<file path="src/rtl/mux_nx1_rr.sv">
// N-to-1 registered mux with fixed-select or round-robin arbitration and a
// single-entry valid/ready output stage that sustains one word per cycle.
module mux_nx1_rr #(
    parameter int N_CH  = 4,
    parameter int WIDTH = 8,
    localparam int SW   = $clog2(N_CH)
) (
    input  logic                  clk,
    input  logic                  rst,
    input  logic [N_CH*WIDTH-1:0] in_data,
    input  logic [N_CH-1:0]       in_valid,
    output logic [N_CH-1:0]       in_ready,
    input  logic                  mode,
    input  logic [SW-1:0]         sel,
    output logic [WIDTH-1:0]      out_data,
    output logic [SW-1:0]         out_ch,
    output logic                  out_valid,
    input  logic                  out_ready
);

    logic [N_CH-1:0][WIDTH-1:0] words;
    logic [SW-1:0]              ptr;
    logic                       can_load;
    logic                       rr_found;
    logic [SW-1:0]              rr_idx;
    logic [SW:0]                idx_w;
    logic                       fx_ok;
    logic                       cand_ok;
    logic [SW-1:0]              cand_idx;
    logic                       grant;

    assign words    = in_data;
    assign can_load = !out_valid || out_ready;

    // Search ptr+1 .. ptr+N_CH (mod N_CH); ptr itself is visited last.
    always_comb begin
        rr_found = 1'b0;
        rr_idx   = '0;
        idx_w    = '0;
        for (int k = 1; k <= N_CH; k++) begin
            idx_w = {1'b0, ptr} + (SW+1)'(k);
            if (idx_w >= (SW+1)'(N_CH))
                idx_w = idx_w - (SW+1)'(N_CH);
            if (!rr_found && in_valid[idx_w[SW-1:0]]) begin
                rr_found = 1'b1;
                rr_idx   = idx_w[SW-1:0];
            end
        end
    end

    // Out-of-range select never grants, even when N_CH is not a power of 2.
    always_comb begin
        fx_ok = 1'b0;
        if ({1'b0, sel} < (SW+1)'(N_CH))
            fx_ok = in_valid[sel];
    end

    assign cand_ok  = mode ? rr_found : fx_ok;
    assign cand_idx = mode ? rr_idx : sel;
    assign grant    = !rst && can_load && cand_ok;

    always_comb begin
        in_ready = '0;
        for (int i = 0; i < N_CH; i++)
            in_ready[i] = grant && (cand_idx == SW'(i));
    end

    always_ff @(posedge clk) begin
        if (rst) begin
            out_valid <= 1'b0;
            out_data  <= '0;
            out_ch    <= '0;
            ptr       <= SW'(N_CH - 1);
        end else if (grant) begin
            out_valid <= 1'b1;
            out_data  <= words[cand_idx];
            out_ch    <= cand_idx;
            if (mode)
                ptr <= cand_idx;
        end else if (out_ready) begin
            out_valid <= 1'b0;
        end
    end

endmodule

</file>
<file path="config.mk">
export PLATFORM = sky130hd
export DESIGN_NAME = mux_nx1_rr
export DESIGN_NICKNAME = d
export VERILOG_FILES = /design/src/rtl/mux_nx1_rr.sv
export SDC_FILE = /design/constraint.sdc
export NUM_CORES = 1
export LEC_CHECK = 0
export ABC_AREA = 1
export BUFFER_PORTS_ARGS = -buffer_cell sky130_fd_sc_hd__buf_2
export CAP_MARGIN = 10
export CELL_PAD_IN_SITES_DETAIL_PLACEMENT = 0
export CELL_PAD_IN_SITES_GLOBAL_PLACEMENT = 1
export CORE_MARGIN = 4
export CORE_UTILIZATION = 32
export DETAILED_ROUTE_END_ITERATION = 8
export GPL_TIMING_DRIVEN = 0
export PLACE_DENSITY_LB_ADDON = 0.1
export SYNTH_ARGS = -nofsm -noshare
export SYNTH_HDL_FRONTEND = slang
export SYNTH_SLANG_ARGS = --single-unit
</file>
<file path="constraint.sdc">
create_clock -name clk -period 3 [get_ports clk]
set_input_delay 0.75 -clock clk [delete_from_list [all_inputs] [get_ports clk]]
set_output_delay 0.75 -clock clk [all_outputs]
set_load 0.03 [all_outputs]
</file>
# == Word level (Yosys, flattened, before mapping) ==
# Index checks and enable logic that the tools add are counted.
# classes
add_sub_neg,8
multipliers,0
n_div,0
n_lt_le_gt_ge,10
eq_ne,3
shifts,0
mux,28
n_bitwise,0
n_reduce_logical,18
# op_table
operator,count
"2-bit by 3-bit less-than comparator with 1-bit output, second input constant",6
2-bit 2-to-1 mux,9
8-bit binary-select mux with 2-bit select,1
"3-bit >= comparator, second input constant",4
1-bit 2-to-1 mux,12
1-bit binary-select mux with 2-bit select,5
1-bit logical AND,9
8-bit 2-to-1 mux,1
"2-bit by 1-bit subtractor with 2-bit output, second input constant",4
"2-bit by 2-bit adder with 3-bit output, second input constant",2
1-bit zero test,5
"2-bit == test, second input constant",2
"2-bit by 1-bit adder with 3-bit output, second input constant",1
"2-bit by 3-bit adder with 3-bit output, second input constant",1
"2-bit by 1-bit == test with 1-bit output, second input constant",1
2-bit zero test,1
2-bit AND reduction,1
2-bit nonzero test,1
1-bit logical OR,1
# word_totals
ff_bits,13
latchBits,0
ram_bits,0
mem_bits_ro,0
inputBits,42
output_inout_bits,15
elab_cells,71
memories,0

# == Longest topological paths before layout ==
# Gate-level depths: netlist (run 1).
# depth
depth_word,18
mapped_depth,16
ltp_nobuf,15

# == Worst setup path after synthesis (run 1) ==
# OpenSTA, ideal clock, no wires.
# synth_timing
path_type,in2out
from,input port in_valid[1]
to,output port in_ready[0]
arrival_time_ps,2139
required_ps,2250
slack_ps,111
path_stages,7
n_path_buf,1
path_cell_list,inv_1 o21ai_0 nor2_1 a31oi_1 buf_2 nand2_1 nor2_1
# synth_between
elab_chain_len,15
word_cells_on_any_way,29
cone_classes,mux (20); reduce/logical (9)
# synth_lines
item,line,source
"start, declared",11,"input logic [N_CH-1:0] in_valid,"
1-bit binary-select mux with 2-bit select,44,if (!rr_found && in_valid[idx_w[SW-1:0]]) begin
1-bit 2-to-1 mux (not written as such),44,
1-bit 2-to-1 mux,44,
1-bit zero test,44,
1-bit logical AND,44,
1-bit 2-to-1 mux,44,
1-bit zero test,44,
1-bit logical AND,44,
1-bit 2-to-1 mux,44,
1-bit zero test,44,
1-bit logical AND,44,
2-bit 2-to-1 mux / 1-bit 2-to-1 mux (equally long branches),44,
2-bit 2-to-1 mux / 1-bit 2-to-1 mux (equally long branches),"59, 58",
2-bit zero test / 1-bit logical AND (equally long branches),"65, 60",
1-bit logical AND *,65,in_ready[i] = grant && (cand_idx == SW'(i));
"end, declared",12,"output logic [N_CH-1:0] in_ready,"
# Every way passes the cells marked *; elsewhere a longest branch is shown, timed or not. The select of a mux whose other input is x is not followed.

# == Final worst setup path (run 1) ==
# layout_timing
from,input port in_valid[1]
to,output port in_ready[1]
# layout_between
elab_chain_len,15
word_cells_on_any_way,29
cone_classes,eq/ne (1); mux (20); reduce/logical (8)
# layout_lines
item,line
1-bit binary-select mux with 2-bit select,44
1-bit 2-to-1 mux (not written as such),44
1-bit 2-to-1 mux,44
1-bit zero test,44
1-bit logical AND,44
1-bit 2-to-1 mux,44
1-bit zero test,44
1-bit logical AND,44
1-bit 2-to-1 mux,44
1-bit zero test,44
1-bit logical AND,44
2-bit 2-to-1 mux / 1-bit 2-to-1 mux (equally long branches),44
2-bit 2-to-1 mux / 1-bit 2-to-1 mux (equally long branches),"59, 58"
2-bit by 1-bit == test with 1-bit output / 1-bit logical AND (equally long branches),"65, 60"
1-bit logical AND *,65
# Marked as above.

==> flow_metrics.py, run 1 <==
metrics = {
    "global_route": {
        "grt_pass1_vias": 1333,
        "first_pass_grt_wire_length_um": 5800,
        "grt_max_degree": 11,
        "grtUsageTotal_pct": 14.1,
        "overflow": 0,
        "antenna_found_initial": 0,
    },
    "die": {
        "ios": 57,
        "die-width_um": 70.7,
        "dieArea_sq_um": 5000,
        "die_h_um": 70.7,
        "placeableCoreArea_sq_um": 3720,
        "placementRows": 22,
        "floorplan.initialDensity_pct": 33.8,
    },
    "power_and_ir_drop": {
        "ir_drop_mv": 0.194,
        "internal-power_uw": 403,
        "power.share.clock_pct": 22.7,
        "switching_power_uw": 283,
        "power.share.combinational_pct": 47.5,
        "power_switching_share_pct": 41.2,
        "power-per-cell-area_nw_per_um2": 413,
        "sequentialPowerShare_pct": 29.8,
        "leakage_uw": 0.00105,
    },
    "layout": {
        "area_growth_syn_to_layout_pct": 32.0,
        "final_cell_mix": "sky130_fd_sc_hd__buf_2, sky130_fd_sc_hd__inv_1, sky130_fd_sc_hd__nand2_1",
        "drive_gt1_share_pct": 29.5,
        "mostFrequentLayoutCell": "sky130_fd_sc_hd__buf_2",
        "finish.net_count": 335,
        "post_layout_inst_area_sq_um": 1660,
        "antenna-diode-count": 0,
        "post-route-util_pct": 44.7,
    },
    "synthesis": {
        "postSynthAreaPerCell_sq_um": 5.40,
        "yosys.cell_types.count": 22,
        "yosysSeqAreaShare_pct": 20.7,
        "yosysWarnings": 0,
        "synth.ff_latch_count": 13,
        "postSynthNetCount": 275,
        "mappedNetlistArea_sq_um": 1260,
        "postSynthCellCount": 233,
    },
    "critical_path": {
        "worst_setup_path_end_kind": "output pin",
        "critical_path_buf_inv_count": 4,
        "worst-setup-path-type": "input port to output pin",
        "critPathMostFrequentCell": "sky130_fd_sc_hd__buf_2",
        "crit_fanout": 10,
        "slowest_stage": "sky130_fd_sc_hd__a31oi_2",
        "timing.critical_path.from_type": "input port",
        "worstPathCellList": "buf_2, inv_1, o21ai_2, nor2_2, a31oi_2, buf_4, nand2_1, nor2_1, buf_2",
        "critPathTopFamily": "buffers and inverters",
        "arrival_ns": 2.12,
        "cp.required_ns": 2.25,
        "cp_slowest_stage_delay_ns": 0.29,
        "timing.reg2reg.setup_slack_ns": 1.05,
    },
    "placed_design": {
        "place.gp.congestion": 0.804,
        "port_buffers": 56,
        "place.detailed.hpwl_um": 2930,
        "dp_slack_ns": -0.238,
        "placedInstanceArea_sq_um": 1600,
    },
    "sta": {
        "fmaxAchievable_mhz": 349,
        "setup_total_negative_slack_ns": 0,
        "skew_ns": 0.00230,
        "worstMarginPinSlew_ns": 0.465,
        "slew_headroom_pct": 69.0,
        "min_period_over_period_pct": 95.5,
        "rsz0062_at_grt": "false",
        "setup_violations": 0,
        "slew_viol_final": 0,
        "finalWorstPathRequiredPeriod_ns": 2.87,
        "fin_ws_ns": 0.135,
        "hold_viol_final": 0,
    },
    "cts": {
        "tritoncts": "built",
        "postCtsSetupBuffers": 0,
        "tritoncts.num_buffers": 3,
        "cts_sinks": 13,
        "clock_insertion_delay_worst_skew_ns": 0.24,
        "cts-root-buf": "sky130_fd_sc_hd__clkbuf_8",
        "htreeDepth": 1,
        "clk_pin_slew_ns": 0.06,
        "clock_buffer_depth": 2,
        "cts.hold.buffers_added": 0,
    },
    "drt": {
        "antenna_violating_nets_post_route": 0,
        "finalWirelength_um": 3620,
        "violation_count_after_the_first_detailed_route_iteration": 60,
        "via_count": 1519,
        "avgRoutedWirePerCell_um": 10.6,
        "detail_route.vias_per_cell": 4.47,
        "drc": 0,
        "drt_pass1_iterations": 4,
    },
    "job": {
        "timing.max_cap.violations": 0,
    },
    "worst_hold_path": {
        "worstHoldPathType": "register to register",
    },
    "outcome": {
        "run_status": "finished clean",
    },
}
[flip-flops by register name (all words and copies together), names as in the netlist]
| name | flops |
|---|---|
| out_valid | 1 |
| out_data | 8 |
| out_ch | 2 |
| ptr | 2 |
[layer usage]
layer | GRT usage [%] | up-vias | wire, um
met4 | 3.13 | 0 | 23
li1 | - | 832 | -
met5 | 0 | - | 0
met2 | 25.6 | 34 | 1740
met1 | 17.2 | 651 | 1680
met3 | 2.70 | 2 | 177
[final cells by class]
class	instances	area [sq um]
clock buffer	4	45.0
multi-input combinational	156	751
tap	48	60.1
buffer	9	58.8
sequential	13	260
inverter	54	203
timing repair buffer	56	283
fill	449	2060
[worst reg2reg max path, stage by stage (launching register included)]
cell and delay (ns):
sky130_fd_sc_hd__dfxtp_1 0.39, sky130_fd_sc_hd__buf_4 0.20, sky130_fd_sc_hd__nand2_1 0.08, sky130_fd_sc_hd__nand3_1 0.09
sky130_fd_sc_hd__nand2_2 0.10, sky130_fd_sc_hd__nand3_1 0.09, sky130_fd_sc_hd__nor2_1 0.05, sky130_fd_sc_hd__nor2_2 0.13
sky130_fd_sc_hd__nand2_4 0.12, sky130_fd_sc_hd__nand2_8 0.12, sky130_fd_sc_hd__buf_6 0.16, sky130_fd_sc_hd__nand2_1 0.06
sky130_fd_sc_hd__nand3_1 0.08, sky130_fd_sc_hd__nand3_1 0.09, sky130_fd_sc_hd__nand2_1 0.06, sky130_fd_sc_hd__inv_1 0.03
[cells by family (layout without fill, tap and decap cells)]
| family | after synthesis | count (layout) | synth area share, % |
|---|---|---|---|
| buffers and inverters | 64 | 123 | 21.3 |
| and+or+nand+nor | 143 | 143 | 51.8 |
| DFF | 13 | 13 | 20.7 |
| AOI/OAI and AO/OA | 13 | 13 | 6.17 |
[final timing paths]
kind                     from           to  cells after the start
hold reg to reg     out_ch[1]    out_ch[1]                      2
setup / recovery  in_valid[1]  in_ready[1]                      9
setup reg to reg       ptr[0]  out_data[7]                     15
hold / removal      out_ch[1]    out_ch[1]                      2
[synth_stat cells]
library cell                number  share of area, %
sky130_fd_sc_hd__o21ai_0         3               1.2
sky130_fd_sc_hd__nand3_1        48                19
sky130_fd_sc_hd__nand2_1        51                15
sky130_fd_sc_hd__nor2_1         26               7.8
sky130_fd_sc_hd__o21ai_1         1              0.40
sky130_fd_sc_hd__or2_2           1              0.50
sky130_fd_sc_hd__a31oi_1         1              0.50
sky130_fd_sc_hd__dfxtp_1        13                21
sky130_fd_sc_hd__nor2_2          1              0.50
sky130_fd_sc_hd__nand4_1         3               1.5
sky130_fd_sc_hd__o211ai_1        3               1.8
sky130_fd_sc_hd__buf_4           2               1.2
sky130_fd_sc_hd__clkbuf_1        2              0.60
sky130_fd_sc_hd__nand2_2        11               5.5
sky130_fd_sc_hd__inv_2           2              0.60
sky130_fd_sc_hd__a21oi_1         4               1.6
sky130_fd_sc_hd__buf_2           4               1.6
sky130_fd_sc_hd__o2111ai_1       1              0.70
sky130_fd_sc_hd__buf_6           2               1.8
sky130_fd_sc_hd__nand2_4         2               1.8
sky130_fd_sc_hd__clkinv_1        1              0.30
sky130_fd_sc_hd__inv_1          51                15
[repair_timing]
action | CTS | global route
gates cloned | 0 | 0
gates resized for setup | 4 | 5
pin swaps | 0 | 0
endpoints found under the setup margin | 4 | 4
[power groups by stage]
stage,registers (uW),logic [uW],clock network [uW]
global route,206,366,168
CTS,204,331,158
finish,204,326,156
floorplan,239,200,0
global placement,208,328,0
detailed placement,208,327,0
[through the flow]
stage	std cells	total power (uW)	hold WS (ns)
2_1_floorplan	233	439	0.568
3_3_place_gp	337	537	0.492
3_5_place_dp	337	534	0.493
4_1_cts	341	694	0.503
5_1_grt	340	740	0.540
6_report	340	686	0.501
(Power assumes the default switching activity.)
==> run 2: changes to the inputs <==
--- a/config.mk
+++ b/config.mk
@@ -11,7 +11,7 @@
 export CELL_PAD_IN_SITES_DETAIL_PLACEMENT = 0
 export CELL_PAD_IN_SITES_GLOBAL_PLACEMENT = 1
 export CORE_MARGIN = 4
-export CORE_UTILIZATION = 32
+export CORE_UTILIZATION = 30
 export DETAILED_ROUTE_END_ITERATION = 8
 export GPL_TIMING_DRIVEN = 0
 export PLACE_DENSITY_LB_ADDON = 0.1
==> constraint.sdc (replaced) <==
create_clock -name clk -period 3.1 [get_ports clk]
set_input_delay 0.775 -clock clk [delete_from_list [all_inputs] [get_ports clk]]
set_output_delay 0.775 -clock clk [all_outputs]
set_load 0.03 [all_outputs]
==> flow_metrics.py, run 2 (synthesis gave the netlist of run 1 again) <==
metrics = {
    "cts": {
        "htreeDepth": 1,
        "clk_pin_slew_ns": 0.05,
        "tritoncts": "built",
        "clock_buffer_depth": 2,
        "clock_insertion_delay_worst_skew_ns": 0.24,
        "tritoncts.num_buffers": 3,
        "cts_sinks": 13,
        "cts-root-buf": "sky130_fd_sc_hd__clkbuf_8",
    },
    "layout": {
        "finish.net_count": 336,
        "fillCellCount": 516,
        "largest_registers": "out_data x8, out_ch x2, ptr x2",
        "drive_gt1_share_pct": 29.7,
        "area_growth_syn_to_layout_pct": 32.9,
        "fin_cells": 343,
        "largest_register_ffs": 8,
        "antenna-diode-count": 0,
        "final_cell_mix": "sky130_fd_sc_hd__buf_2, sky130_fd_sc_hd__inv_1, sky130_fd_sc_hd__nand2_1",
        "largest_register_by_flop_count": "out_data",
        "mostFrequentLayoutCell": "sky130_fd_sc_hd__buf_2",
    },
    "worst_hold_path": {
        "worstHoldPathType": "register to register",
        "hold_depth": 2,
        "hold_path_end": "out_ch[1]",
        "worst_hold_startpoint": "out_ch[1]",
    },
    "drt": {
        "drc": 0,
        "avgRoutedWirePerCell_um": 11.1,
        "detail_route.vias_per_cell": 4.47,
        "via_count": 1532,
        "finalWirelength_um": 3820,
        "violation_count_after_the_first_detailed_route_iteration": 40,
        "antenna_violating_nets_post_route": 0,
        "drt_pass1_iterations": 4,
    },
    "power_and_ir_drop": {
        "post-layout-total-power_uw": 670,
        "ir_drop_mv": 0.261,
        "leakage_uw": 0.00106,
        "power-per-cell-area_nw_per_um2": 401,
    },
    "die": {
        "floorplan.initialDensity_pct": 31.2,
        "placementRows": 23,
        "dieArea_sq_um": 5290,
        "die_h_um": 72.7,
        "placeableCoreArea_sq_um": 4030,
        "ios": 57,
        "die-width_um": 72.7,
    },
    "critical_path": {
        "rr_startpoint": "ptr[0]",
        "cp.required_ns": 2.32,
        "worst_setup_path_end_kind": "output pin",
        "crit_fanout": 10,
        "arrival_ns": 2.16,
        "timing.reg2reg.setup_slack_ns": 1.14,
        "timing.critical_path.from_type": "input port",
        "worst-setup-path-type": "input port to output pin",
        "r2r.worst_path.cells": 14,
        "timing.rr.end": "out_data[1]",
    },
    "sta": {
        "worstMarginPinSlew_ns": 0.458,
        "setup_violations": 0,
        "skew_ns": 0.000450,
        "slew_viol_final": 0,
        "hold_viol_final": 0,
        "slew_headroom_pct": 69.5,
        "finalWorstPathRequiredPeriod_ns": 2.94,
        "whs_ns": 0.504,
        "min_period_over_period_pct": 94.8,
        "fmaxAchievable_mhz": 340,
        "fin_ws_ns": 0.162,
    },
    "outcome": {
        "run_status": "finished clean",
    },
    "global_route": {
        "grt_pass1_vias": 1521,
        "antenna_found_initial": 0,
        "first_pass_grt_wire_length_um": 6560,
        "grtUsageTotal_pct": 15.3,
        "overflow": 0,
        "grt_max_degree": 11,
    },
    "placed_design": {
        "place.detailed.hpwl_um": 3010,
        "dp_slack_ns": -0.184,
        "port_buffers": 56,
        "dp.cells": 339,
        "place.gp.congestion": 0.801,
    },
    "job": {
        "timing.max_cap.violations": 0,
    },
}
run 2: final cells by class:
cell class                 count  area, sq um  share of cell area, %
buffer                        10         70.1                   4.19
clock buffer                   4         45.0                   2.69
inverter                      54          203                   12.1
multi-input combinational    156          751                   44.9
sequential                    13          260                   15.6
tap                           50         62.6                   3.74
timing repair buffer          56          280                   16.8
run 2: through the flow:
| stage | area [sq um] | util, % | setup TNS, ns |
|---|---|---|---|
| after detailed placement | 1600 | 39.7 | -0.693 |
| after global routing | 1670 | 41.5 | -0.00181 |
| final | 1670 | 41.5 | 0 |
| after global placement | 1600 | 39.7 | -0.777 |
| after CTS | 1650 | 41.0 | 0 |
| after floorplan | 1260 | - | 0 |
run 2: worst max path at each step:
stage / from / endpoint / slack (ns) / cells after the start
2_1_floorplan: in_valid[1] / in_ready[0] / 0.16 / 7
3_3_place_gp: in_valid[1] / in_ready[1] / -0.20 / 9
3_5_place_dp: in_valid[1] / in_ready[0] / -0.18 / 9
4_1_cts: in_valid[1] / in_ready[0] / 0.01 / 9
5_1_grt: in_valid[1] / in_ready[2] / -0.002 / 13
6_report: in_valid[3] / in_ready[1] / 0.16 / 12
run 2: timing repair:
item / CTS / global route
hold buffers: 0 / 0
setup buffers: 0 / 0
pin swaps: 0 / 1
gates resized for setup: 2 / 5
endpoints found under the setup margin: 4 / 4
run 2: report_power, final:
group | leakage, uW | internal (uW) | total (uW) | switching (uW)
Sequential | 0.000108 | 186 | 197 | 11.3
Clock | 0.0000228 | 90.7 | 150 | 59.6
Combinational | 0.000927 | 116 | 323 | 207
Total | 0.00106 | 393 | 670 | 278
run 2: routing by layer:
| layer | wire (um) | vias to the layer above | global-route usage (%) | share of wire, % |
|---|---|---|---|---|
| met5 | 0 | - | 0 | 0 |
| met4 | 37 | 0 | 2.46 | 0.97 |
| met1 | 1680 | 653 | 18.4 | 44 |
| met2 | 1900 | 40 | 27.7 | 50 |
| li1 | - | 835 | - | - |
| met3 | 201 | 4 | 3.86 | 5.3 |
run 2: critical path, cell delays in order:
cell,delay (ns)
sky130_fd_sc_hd__buf_2,0.12
sky130_fd_sc_hd__nand2_1,0.09
sky130_fd_sc_hd__nand2_2,0.08
sky130_fd_sc_hd__nor2_2,0.21
sky130_fd_sc_hd__nand3_1,0.10
sky130_fd_sc_hd__nor2_1,0.12
sky130_fd_sc_hd__nor2_2,0.06
sky130_fd_sc_hd__nand2_4,0.10
sky130_fd_sc_hd__nand2_4,0.07
sky130_fd_sc_hd__buf_6,0.14
sky130_fd_sc_hd__nor2_1,0.09
sky130_fd_sc_hd__buf_2,0.20
==> run 3: changes to the inputs <==
--- a/config.mk
+++ b/config.mk
@@ -15,6 +15,7 @@
 export DETAILED_ROUTE_END_ITERATION = 8
 export GPL_TIMING_DRIVEN = 0
 export PLACE_DENSITY_LB_ADDON = 0.1
+export RECOVER_POWER = 50
 export SYNTH_ARGS = -nofsm -noshare
 export SYNTH_HDL_FRONTEND = slang
 export SYNTH_SLANG_ARGS = --single-unit
==> flow_metrics.py, run 3 (synthesis gave the netlist of run 1 again) <==
metrics = {
    "cts": {
        "clock_buffer_depth": 2,
        "cts-root-buf": "sky130_fd_sc_hd__clkbuf_8",
        "tritoncts": "built",
        "cts.hold.buffers_added": 0,
        "clock_insertion_delay_worst_skew_ns": 0.24,
        "htreeDepth": 1,
        "cts_sinks": 13,
        "clk_pin_slew_ns": 0.05,
        "tritoncts.num_buffers": 3,
    },
    "layout": {
        "largest_register_by_flop_count": "out_data",
        "finish.net_count": 336,
        "antenna-diode-count": 0,
        "area_growth_syn_to_layout_pct": 31.8,
        "largest_registers": "out_data x8, out_ch x2, ptr x2",
        "largest_register_ffs": 8,
        "post_layout_inst_area_sq_um": 1660,
        "drive_gt1_share_pct": 25.9,
        "final_cell_mix": "sky130_fd_sc_hd__inv_1, sky130_fd_sc_hd__nand2_1, sky130_fd_sc_hd__nand3_1",
        "post-route-util_pct": 41.1,
    },
    "power_and_ir_drop": {
        "switching_power_uw": 278,
        "power_switching_share_pct": 41.7,
        "ir_drop_mv": 0.253,
        "post-layout-total-power_uw": 666,
        "power.share.clock_pct": 22.6,
        "internal-power_uw": 388,
        "leakage_uw": 0.00102,
        "sequentialPowerShare_pct": 29.6,
        "power-per-cell-area_nw_per_um2": 402,
        "power.share.combinational_pct": 47.8,
    },
    "critical_path": {
        "worst_setup_path_startpoint": "in_valid[3]",
        "timing.critical_path.from_type": "input port",
        "rr_startpoint": "ptr[0]",
        "worst_setup_path_endpoint": "in_ready[1]",
        "timing.reg2reg.setup_slack_ns": 1.14,
        "timing.rr.end": "out_data[1]",
        "r2r.worst_path.cells": 14,
        "worst_setup_path_end_kind": "output pin",
        "worst-setup-path-type": "input port to output pin",
        "cp.required_ns": 2.32,
        "arrival_ns": 2.17,
        "crit_fanout": 10,
    },
    "die": {
        "die-width_um": 72.7,
        "floorplan.initialDensity_pct": 31.2,
        "ios": 57,
        "placeableCoreArea_sq_um": 4030,
        "placementRows": 23,
        "die_h_um": 72.7,
        "dieArea_sq_um": 5290,
    },
    "sta": {
        "slew_headroom_pct": 69.5,
        "slew_viol_final": 0,
        "finalWorstPathRequiredPeriod_ns": 2.94,
        "fmaxAchievable_mhz": 340,
        "hold_viol_final": 0,
        "min_period_over_period_pct": 94.9,
        "worstMarginPinSlew_ns": 0.458,
        "skew_ns": 0.000460,
        "setup_violations": 0,
        "whs_ns": 0.509,
    },
    "placed_design": {
        "port_buffers": 56,
        "place.gp.congestion": 0.801,
        "placedInstanceArea_sq_um": 1600,
        "place.detailed.hpwl_um": 3010,
    },
    "global_route": {
        "overflow": 0,
        "grtUsageTotal_pct": 15.3,
        "antenna_found_initial": 0,
        "first_pass_grt_wire_length_um": 6560,
        "grt_max_degree": 11,
        "grt_pass1_vias": 1521,
    },
    "drt": {
        "detail_route.vias_per_cell": 4.47,
        "avgRoutedWirePerCell_um": 11.1,
        "drt-met1-wl_um": 1670,
        "violation_count_after_the_first_detailed_route_iteration": 39,
        "antenna_violating_nets_post_route": 0,
        "drt_pass1_iterations": 4,
        "via_count": 1534,
        "finalWirelength_um": 3820,
        "met2_wirelength_um": 1910,
        "maxUsedRoutingLayer": "met4",
        "drc": 0,
        "met3_wirelength_um": 205,
    },
    "outcome": {
        "run_status": "finished clean",
    },
    "job": {
        "timing.max_cap.violations": 0,
    },
    "worst_hold_path": {
        "worstHoldPathType": "register to register",
    },
}
## run 3: cell type report
type	instances	area (sq um)
fillers	523	2370
multi-input cells	156	751
repair buffers	56	267
flip-flops and latches	13	260
inverters	54	203
plain buffers	10	70.1
well taps	50	62.6
clock buffers	4	45.0
## run 3: routing by layer
metal  track usage [%]  up-vias
met4              2.46        0
met2              27.7       40
met1              18.4      655
li1                  -      835
met3              3.86        4
met5                 0        -
## run 3: power groups by stage
stage          logic, uW  clock network [uW]  registers (uW)
3_3_place_gp         319                   0             201
2_1_floorplan        194                   0             231
4_1_cts              322                 154             197
5_1_grt              360                 160             200
6_report             318                 150             198
3_5_place_dp         318                   0             201
## run 3: worst min-delay path by stage
stage | start | to | slack, ns | depth (start not counted)
2_1_floorplan | ptr[1] | ptr[1] | 0.57 | 2
3_3_place_gp | out_ch[1] | out_ch[1] | 0.49 | 2
3_5_place_dp | out_ch[1] | out_ch[1] | 0.49 | 2
4_1_cts | out_ch[1] | out_ch[1] | 0.51 | 2
5_1_grt | out_ch[1] | out_ch[1] | 0.56 | 2
6_report | out_ch[1] | out_ch[1] | 0.51 | 2
## run 3: through the flow
| step | setup TNS (ns) | std cells | worst slack, ns |
|---|---|---|---|
| global route | -0.00181 | 343 | -0.00181 |
| floorplan | 0 | 233 | 0.161 |
| global placement | -0.777 | 339 | -0.202 |
| CTS | 0 | 343 | 0.0125 |
| detailed placement | -0.693 | 339 | -0.184 |
| finish | 0 | 343 | 0.158 |
## run 3: worst max-delay path, stage by stage
cell and delay (ns):
sky130_fd_sc_hd__buf_2 0.12, sky130_fd_sc_hd__nand2_1 0.10, sky130_fd_sc_hd__nand2_2 0.08, sky130_fd_sc_hd__nor2_2 0.21, sky130_fd_sc_hd__nand3_1 0.10, sky130_fd_sc_hd__nor2_1 0.12, sky130_fd_sc_hd__nor2_2 0.06, sky130_fd_sc_hd__nand2_4 0.10
sky130_fd_sc_hd__nand2_4 0.07, sky130_fd_sc_hd__buf_6 0.14, sky130_fd_sc_hd__nor2_1 0.09, sky130_fd_sc_hd__buf_2 0.20
## run 3: what timing repair did
item | CTS | global route
setup buffers | 0 | 0
gates resized for setup | 2 | 5
endpoints found under the setup margin | 4 | 4
pin swaps | 0 | 1
